`src/rtl/cp0_exc_unit_if.sv`:
```
// Pipeline-to-CP0 bundle: M-stage commit info, mtc0/mfc0 access,
// and the exception redirect returned to fetch.
interface cp0_exc_unit_if;
    logic        F_BD;
    logic        stall;
    logic [31:0] pc_m;
    logic [4:0]  exc_code_m;
    logic [5:0]  hw_int;
    logic [4:0]  cp0_addr;
    logic        cp0_we;
    logic [31:0] cp0_wdata;
    logic        eret_m;
    logic [31:0] cp0_rdata;
    logic        exc_req;
    logic [31:0] epc_out;
    logic [31:0] handler_pc;

    modport master (
        output F_BD, stall, pc_m, exc_code_m, hw_int,
        output cp0_addr, cp0_we, cp0_wdata, eret_m,
        input  cp0_rdata, exc_req, epc_out, handler_pc
    );

    modport slave (
        input  F_BD, stall, pc_m, exc_code_m, hw_int,
        input  cp0_addr, cp0_we, cp0_wdata, eret_m,
        output cp0_rdata, exc_req, epc_out, handler_pc
    );
endinterface

```
`src/rtl/cp0_exc_unit.sv`:
```
// CP0 exception/interrupt unit committed at M: SR/Cause/EPC/PRId,
// branch-delay flag pipeline F->D->E->M, and fetch redirect.
module cp0_exc_unit #(
    parameter logic [31:0] HANDLER_ADDR = 32'h0000_4180,
    parameter logic [31:0] PRID_VAL     = 32'h2023_1205
) (
    input  logic           clk,
    input  logic           reset,
    cp0_exc_unit_if.slave  cp0
);

    logic [5:0]  im_q;
    logic        exl_q;
    logic        ie_q;
    logic        cbd_q;
    logic [5:0]  ip_q;
    logic [4:0]  exccode_q;
    logic [31:0] epc_q;
    logic        bd_id_q;
    logic        bd_ex_q;
    logic        bd_m_q;

    logic        int_req;
    logic        exc_hit;
    logic        exc_req;
    logic [31:0] epc_d;

    assign int_req = (|(cp0.hw_int & im_q)) & ie_q & ~exl_q;
    assign exc_hit = (cp0.exc_code_m != 5'd0) & ~exl_q;
    assign exc_req = int_req | exc_hit;

    // A delay-slot instruction restarts at its branch.
    assign epc_d = bd_m_q ? (cp0.pc_m - 32'd4) : cp0.pc_m;

    assign cp0.exc_req    = exc_req;
    assign cp0.epc_out    = epc_q;
    assign cp0.handler_pc = HANDLER_ADDR;

    always_comb begin
        cp0.cp0_rdata = 32'd0;
        unique case (cp0.cp0_addr)
            5'd12: cp0.cp0_rdata = {16'd0, im_q, 8'd0, exl_q, ie_q};
            5'd13: cp0.cp0_rdata = {cbd_q, 15'd0, ip_q, 3'd0,
                                    exccode_q, 2'd0};
            5'd14: cp0.cp0_rdata = epc_q;
            5'd15: cp0.cp0_rdata = PRID_VAL;
            default: cp0.cp0_rdata = 32'd0;
        endcase
    end

    // Stalled D keeps its flag; the bubble entering E inherits it.
    always_ff @(posedge clk or negedge reset) begin
        if (!reset) begin
            bd_id_q <= 1'b0;
            bd_ex_q <= 1'b0;
            bd_m_q  <= 1'b0;
        end else if (exc_req) begin
            bd_id_q <= 1'b0;
            bd_ex_q <= 1'b0;
            bd_m_q  <= 1'b0;
        end else begin
            if (!cp0.stall) begin
                bd_id_q <= cp0.F_BD;
            end
            bd_ex_q <= bd_id_q;
            bd_m_q  <= bd_ex_q;
        end
    end

    always_ff @(posedge clk or negedge reset) begin
        if (!reset) begin
            im_q      <= 6'd0;
            exl_q     <= 1'b0;
            ie_q      <= 1'b0;
            cbd_q     <= 1'b0;
            ip_q      <= 6'd0;
            exccode_q <= 5'd0;
            epc_q     <= 32'd0;
        end else begin
            ip_q <= cp0.hw_int;
            if (exc_req) begin
                exl_q     <= 1'b1;
                exccode_q <= int_req ? 5'd0 : cp0.exc_code_m;
                cbd_q     <= bd_m_q;
                epc_q     <= epc_d;
            end else begin
                if (cp0.cp0_we && cp0.cp0_addr == 5'd12) begin
                    im_q  <= cp0.cp0_wdata[15:10];
                    exl_q <= cp0.cp0_wdata[1];
                    ie_q  <= cp0.cp0_wdata[0];
                end
                if (cp0.cp0_we && cp0.cp0_addr == 5'd14) begin
                    epc_q <= {cp0.cp0_wdata[31:2], 2'b00};
                end
                if (cp0.eret_m) begin
                    exl_q <= 1'b0;
                end
            end
        end
    end

endmodule

```
`src/flat_wrapper.sv`:
```
// flat-port wrapper written by rule: the top's interface ports become plain ports
module cp0_exc_unit_flat 
#(
    parameter logic [31:0] HANDLER_ADDR = 32'h0000_4180,
    parameter logic [31:0] PRID_VAL     = 32'h2023_1205
)
  (clk, reset, cp0_F_BD, cp0_stall, cp0_pc_m, cp0_exc_code_m, cp0_hw_int, cp0_cp0_addr, cp0_cp0_we, cp0_cp0_wdata, cp0_eret_m, cp0_cp0_rdata, cp0_exc_req, cp0_epc_out, cp0_handler_pc);
  cp0_exc_unit_if cp0_i ();
  input  logic clk;
  input  logic reset;
  input wire logic [$bits(cp0_i.F_BD)-1:0] cp0_F_BD;
  input wire logic [$bits(cp0_i.stall)-1:0] cp0_stall;
  input wire logic [$bits(cp0_i.pc_m)-1:0] cp0_pc_m;
  input wire logic [$bits(cp0_i.exc_code_m)-1:0] cp0_exc_code_m;
  input wire logic [$bits(cp0_i.hw_int)-1:0] cp0_hw_int;
  input wire logic [$bits(cp0_i.cp0_addr)-1:0] cp0_cp0_addr;
  input wire logic [$bits(cp0_i.cp0_we)-1:0] cp0_cp0_we;
  input wire logic [$bits(cp0_i.cp0_wdata)-1:0] cp0_cp0_wdata;
  input wire logic [$bits(cp0_i.eret_m)-1:0] cp0_eret_m;
  output wire logic [$bits(cp0_i.cp0_rdata)-1:0] cp0_cp0_rdata;
  output wire logic [$bits(cp0_i.exc_req)-1:0] cp0_exc_req;
  output wire logic [$bits(cp0_i.epc_out)-1:0] cp0_epc_out;
  output wire logic [$bits(cp0_i.handler_pc)-1:0] cp0_handler_pc;
  assign cp0_i.F_BD = cp0_F_BD;
  assign cp0_i.stall = cp0_stall;
  assign cp0_i.pc_m = cp0_pc_m;
  assign cp0_i.exc_code_m = cp0_exc_code_m;
  assign cp0_i.hw_int = cp0_hw_int;
  assign cp0_i.cp0_addr = cp0_cp0_addr;
  assign cp0_i.cp0_we = cp0_cp0_we;
  assign cp0_i.cp0_wdata = cp0_cp0_wdata;
  assign cp0_i.eret_m = cp0_eret_m;
  assign cp0_cp0_rdata = cp0_i.cp0_rdata;
  assign cp0_exc_req = cp0_i.exc_req;
  assign cp0_epc_out = cp0_i.epc_out;
  assign cp0_handler_pc = cp0_i.handler_pc;
  cp0_exc_unit #(.HANDLER_ADDR(HANDLER_ADDR), .PRID_VAL(PRID_VAL)) u_core (.clk(clk), .reset(reset), .cp0(cp0_i));
endmodule
```
`config.mk`:
```
export PLATFORM = sky130hd
export DESIGN_NAME = cp0_exc_unit_flat
export DESIGN_NICKNAME = d
export VERILOG_FILES = /design/src/rtl/cp0_exc_unit_if.sv /design/src/rtl/cp0_exc_unit.sv /design/src/flat_wrapper.sv
export SDC_FILE = /design/constraint.sdc
export NUM_CORES = 1
export LEC_CHECK = 0
export BUFFER_PORTS_ARGS = -buffer_cell sky130_fd_sc_hd__buf_4
export CAP_MARGIN = 40
export CORE_UTILIZATION = 51
export CTS_BUF_LIST = sky130_fd_sc_hd__clkbuf_16
export CTS_CLUSTER_SIZE = 8
export DETAILED_ROUTE_END_ITERATION = 6
export HOLD_SLACK_MARGIN = 0.1
export PLACE_DENSITY = 0.87
export RECOVER_POWER = 50
export SLEW_MARGIN = 0
export SYNTH_ARGS = -nofsm -noshare
export SYNTH_HDL_FRONTEND = slang
export SYNTH_SLANG_ARGS = --single-unit
```
`constraint.sdc`:
```
create_clock -name clk -period 5.2 [get_ports clk]
set_clock_uncertainty 0.05 [all_clocks]
set_input_delay 1.04 -clock clk [delete_from_list [all_inputs] [get_ports clk]]
set_output_delay 1.04 -clock clk [all_outputs]
set_load 0.1 [all_outputs]
```
Word level (Yosys, flattened, before mapping)
Cells that the tools add are included.
{"block": "totals", "regBits": 55, "latchBits": 0, "ramBits": 0, "romBits": 0, "inputBits": 86, "output_inout_bits": 97, "wordCells": 42, "memories": 0}
{"block": "op_classes", "n_addsub": 1, "n_mul": 0, "n_div": 0, "n_lt_le_gt_ge": 0, "n_eq_ne": 5, "shifts": 0, "mux": 12, "bitwise_logic": 7, "n_reduce_logical": 7}
{"cell": "$pmux 32 s4", "n": 1}
{"cell": "$mux 32", "n": 3}
{"cell": "$sub 32x3->32 const B", "n": 1}
{"cell": "$eq 5x4->1 const B", "n": 4}
{"cell": "$mux 1", "n": 7}
{"cell": "$and 6x6->6", "n": 1}
{"cell": "$reduce_or 6->1", "n": 1}
{"cell": "$mux 5", "n": 1}
{"cell": "$reduce_bool 5->1", "n": 1}
{"cell": "$and 1x1->1", "n": 3}
{"cell": "$reduce_bool 3->1", "n": 1}
{"cell": "$logic_and 1x1->1", "n": 2}
{"cell": "$ne 2x1->1 const B", "n": 1}
{"cell": "$not 1->1", "n": 2}
{"cell": "$reduce_and 2->1", "n": 1}
{"cell": "$reduce_bool 2->1", "n": 1}
{"cell": "$or 1x1->1", "n": 1}

Depth between registers and ports, before layout
{"block": "depth", "depth_word": 7, "depth_mapped": 7, "depth_no_buf": 6}

Worst setup path after synthesis
OpenSTA, ideal clock, no wires.
{"block": "synth_timing", "path_kind": "input to output", "startpoint": "input cp0_cp0_addr[0]", "endpoint": "output cp0_cp0_rdata[12]", "arrival_time_ns": 3.924, "required_time_ns": 4.110, "slack_ns": 0.186, "cell_stages": 5, "path_buffers": 2, "path_cell_list": "clkbuf_1 -> nor2b_1 -> clkbuf_1 -> nor2b_1 -> nor3_1"}
{"block": "synth_between", "elab_chain_cells": 2, "word_cells_on_any_way": 5, "cone_classes": "4 x eq/ne; 1 x mux"}
{"element": "start: declaration", "line_no": "flat_wrapper.sv:16", "rtl": "input wire logic [$bits(cp0_i.cp0_addr)-1:0] cp0_cp0_addr;"}
{"element": "$eq 5x4->1", "line_no": "cp0_exc_unit.sv:41", "rtl": "unique case (cp0.cp0_addr)"}
{"element": "$pmux 32 s4 (*)", "line_no": "cp0_exc_unit.sv:41"}
{"element": "end: declaration", "line_no": "flat_wrapper.sv:20", "rtl": "output wire logic [$bits(cp0_i.cp0_rdata)-1:0] cp0_cp0_rdata;"}
Every way passes the cells marked *; elsewhere a longest branch is shown, timed or not.

Worst setup path in the final report
{"block": "layout_timing", "startpoint": "input cp0_cp0_addr[4]", "endpoint": "output cp0_cp0_rdata[28]"}
Same word-level chain as after synthesis.

==> reports/metrics.csv <==
metric,value,unit
max-slew violations,56,
top_reg_cell synth,dfrtp_1,
Slew @ Worst Pin,2930,ps
YS warnings,0,
DIE WIDTH,88.7,µm
root cell of the clock tree,clkbuf_16,
Sum Neg Setup Slack,0,ps
clock sinks,55,
period utilization,80.7,%
class of the worst hold path,flop to flop,
CP endpoint kind,output port,
GP Congestion,0.887,
crit-path max FO,16,
Power Density,599,mW/mm²
Final #Nets,640,
Clock Latency Late Sink,300,ps
share of layout cells above drive strength 1,28.3,%
post-detail-place hpwl,8540,µm
Port Buffer Count,150,
unrepaired setup endpoints after global routing,no,
CP bufs+invs,2,
gr usage total,29.5,%
CP top delay family,simple AND/OR/NAND/NOR gates,
DRC,0,
Leak,2.27,nW
initial core utilization,52.8,%
fmax,238,MHz
total CTS buffers,5,
cell taking the most area after synthesis,dfrtp_1,
status,"finished, violations left",
most numerous cell in the Yosys netlist,dfrtp_1,
Yosys cell types,50,
max cap viols,1,
initial drt markers,317,
WP data required,4110,ps
Seq pwr share,25.4,%
CTS resizes,0,
wire length per cell,17.7,µm
vias per cell,5.79,
Initial DRT Pass Iterations,5,
Seq cells post-synth,55,
Post-CTS Hold Buffers,0,
fraction of registers with async set/reset,100,%
violated checks,"capacitance limit, slew limit",
Synth area leaders,"dfrtp_1, mux2i_1, buf_4, nor4_1, nor2_1",
row cnt,31,
Startpoint Class,primary input,
die area,0.00786,mm²
Die H,88.7,µm
Clk pwr share,13.1,%
Final Power,2.98,mW
Core Area,0.00725,mm²
Synth top cells by count,"dfrtp_1, mux2i_1, nor2_1, buf_4, nor4_1",
Post-DRT Antenna Nets,0,
"most used cell, CP",buf_4,
Int Pwr,1.19,mW
final hold violation count,0,
sequential share of the synthesized area,35.9,%
GR Overflow Total,0,
vias in the first global route,3590,
Max clock buf depth,2,
# Post-CTS Setup Buffers,0,
worst vdd ir,578,µV
IO Pins,183,
Final min period,4200,ps
switching power total,1.79,mW
Syn Std Cell Area,0.00383,mm²
Worst slew margin,-95.4,%
synthesized netlist cell count,415,
Comb pwr share,61.5,%
count of final setup violators,0,
first-pass GRT wire length,17500,µm
"Area growth, synth to finish",29.8,%
WP data arrival,3110,ps
slowest cell on the critical path,nor2b_1,
htree depth,2,
number of synthesized flops with an enable pin,0,
WL final,11500,µm
post-synth top area share,35.9,%
Slowest Stage Delay on Critical Path,840,ps
switch share,60.1,%
CP Class,primary input to output port,
clk slew on worst S/H paths,70,ps
largest net degree at the start of global routing,56,
Mean Syn Cell Area,9.23,µm²
CTS tree,done,
antenna violations before repair,0,
# diodes,0,
crit path cell chain,buf_4 -> nand3b_1 -> nor2b_1 -> and2_1 -> buf_4,
total number of vias,3782,
## worst paths after layout
path	from	slack [ps]	endpoint	cells after the start
setup / recovery	cp0_cp0_addr[4]	1000	cp0_cp0_rdata[28]	5
hold / removal	u_core.bd_ex_q	410	u_core.bd_m_q	1
setup reg to reg	u_core.bd_m_q	2820	u_core.cp0.epc_out[23]	4
hold reg to reg	u_core.bd_ex_q	410	u_core.bd_m_q	1
max in group asynchronous	reset	1800	u_core.ip_q[2]	1
min in group asynchronous	reset	1630	u_core.im_q[5]	1
## placed cells by master, fill, tap and decap left out, types with 2 or more instances in the layout
cell type	n
buf_4	124
dfrtp_1	55
mux2i_1	38
nor2_1	32
conb_1	32
clkbuf_1	29
nor4_1	19
and2_1	17
a31oi_1	16
a21boi_0	15
and3_1	14
nand2_1	10
o21ai_0	10
nand4_1	9
xor2_1	9
inv_1	8
a22oi_1	8
a21oi_1	8
mux2_2	8
nor3_1	7
a21o_1	7
or3_1	7
o31ai_1	6
nand4b_1	6
nor3b_1	5
xnor2_1	5
clkbuf_16	5
nor2b_1	4
or4_1	4
clkbuf_4	4
nand3_1	3
nor4b_1	3
nor4_2	2
and4_1	2
o41ai_1	2
or4_2	2
## power by group through the flow
stage / clock network [mW] / logic, mW / registers (mW)
after floorplan: 0 / 0.641 / 1.62
after global placement: 0 / 1.89 / 0.754
after detailed placement: 0 / 1.92 / 0.762
after CTS: 0.390 / 1.93 / 0.755
after global routing: 0.407 / 1.91 / 0.780
final: 0.389 / 1.83 / 0.756
## per-layer routing
layer | track usage, % | vias up | wire [µm]
met3 | 5.04 | 30 | 941
met5 | 0 | - | 0
met2 | 50.8 | 225 | 5760
met1 | 37.7 | 1787 | 4580
met4 | 9.82 | 0 | 251
li1 | - | 1740 | -
## area by class of cell
class,count,area (µm²)
fill,601,2280
timing repair buffer,158,1080
inverter,8,30.0
tap,99,124
multi-input combinational,325,2190
clock buffer,5,125
sequential,55,1380
clock inverter,3,42.5
## kinds of logic (layout without fill, tap and decap cells)
logic type	after synthesis	count (layout)	synth area share [%]
and+or+nand+nor	156	156	24.3
AOI/OAI and AO/OA	76	76	13.4
buffers and inverters	65	174	10.3
DFF	55	55	35.9
muxes	46	46	12.3
xor gates and xnor gates	14	14	3.20
other	2	32	0.196
adders and majority gates	1	1	0.327
## state kept, by name (all words and copies together) (netlist names)
signal              flops
u_core.cp0.epc_out     32
u_core.im_q             6
u_core.ip_q             6
u_core.exccode_q        5
u_core.bd_ex_q          1
u_core.bd_id_q          1
u_core.bd_m_q           1
u_core.cbd_q            1
u_core.exl_q            1
u_core.ie_q             1
## metrics by stage
step	hold WS, ps	cell area [µm²]	utilization, %	cells	worst slack (ps)
2_1_floorplan	378	3940	-	445	186
3_3_place_gp	393	4900	67.5	644	1160
3_5_place_dp	395	4910	67.7	645	1040
4_1_cts	413	5080	70.1	653	1020
5_1_grt	421	4970	68.6	653	900
6_report	406	4970	68.6	653	1000
(Power assumes the default switching activity.)
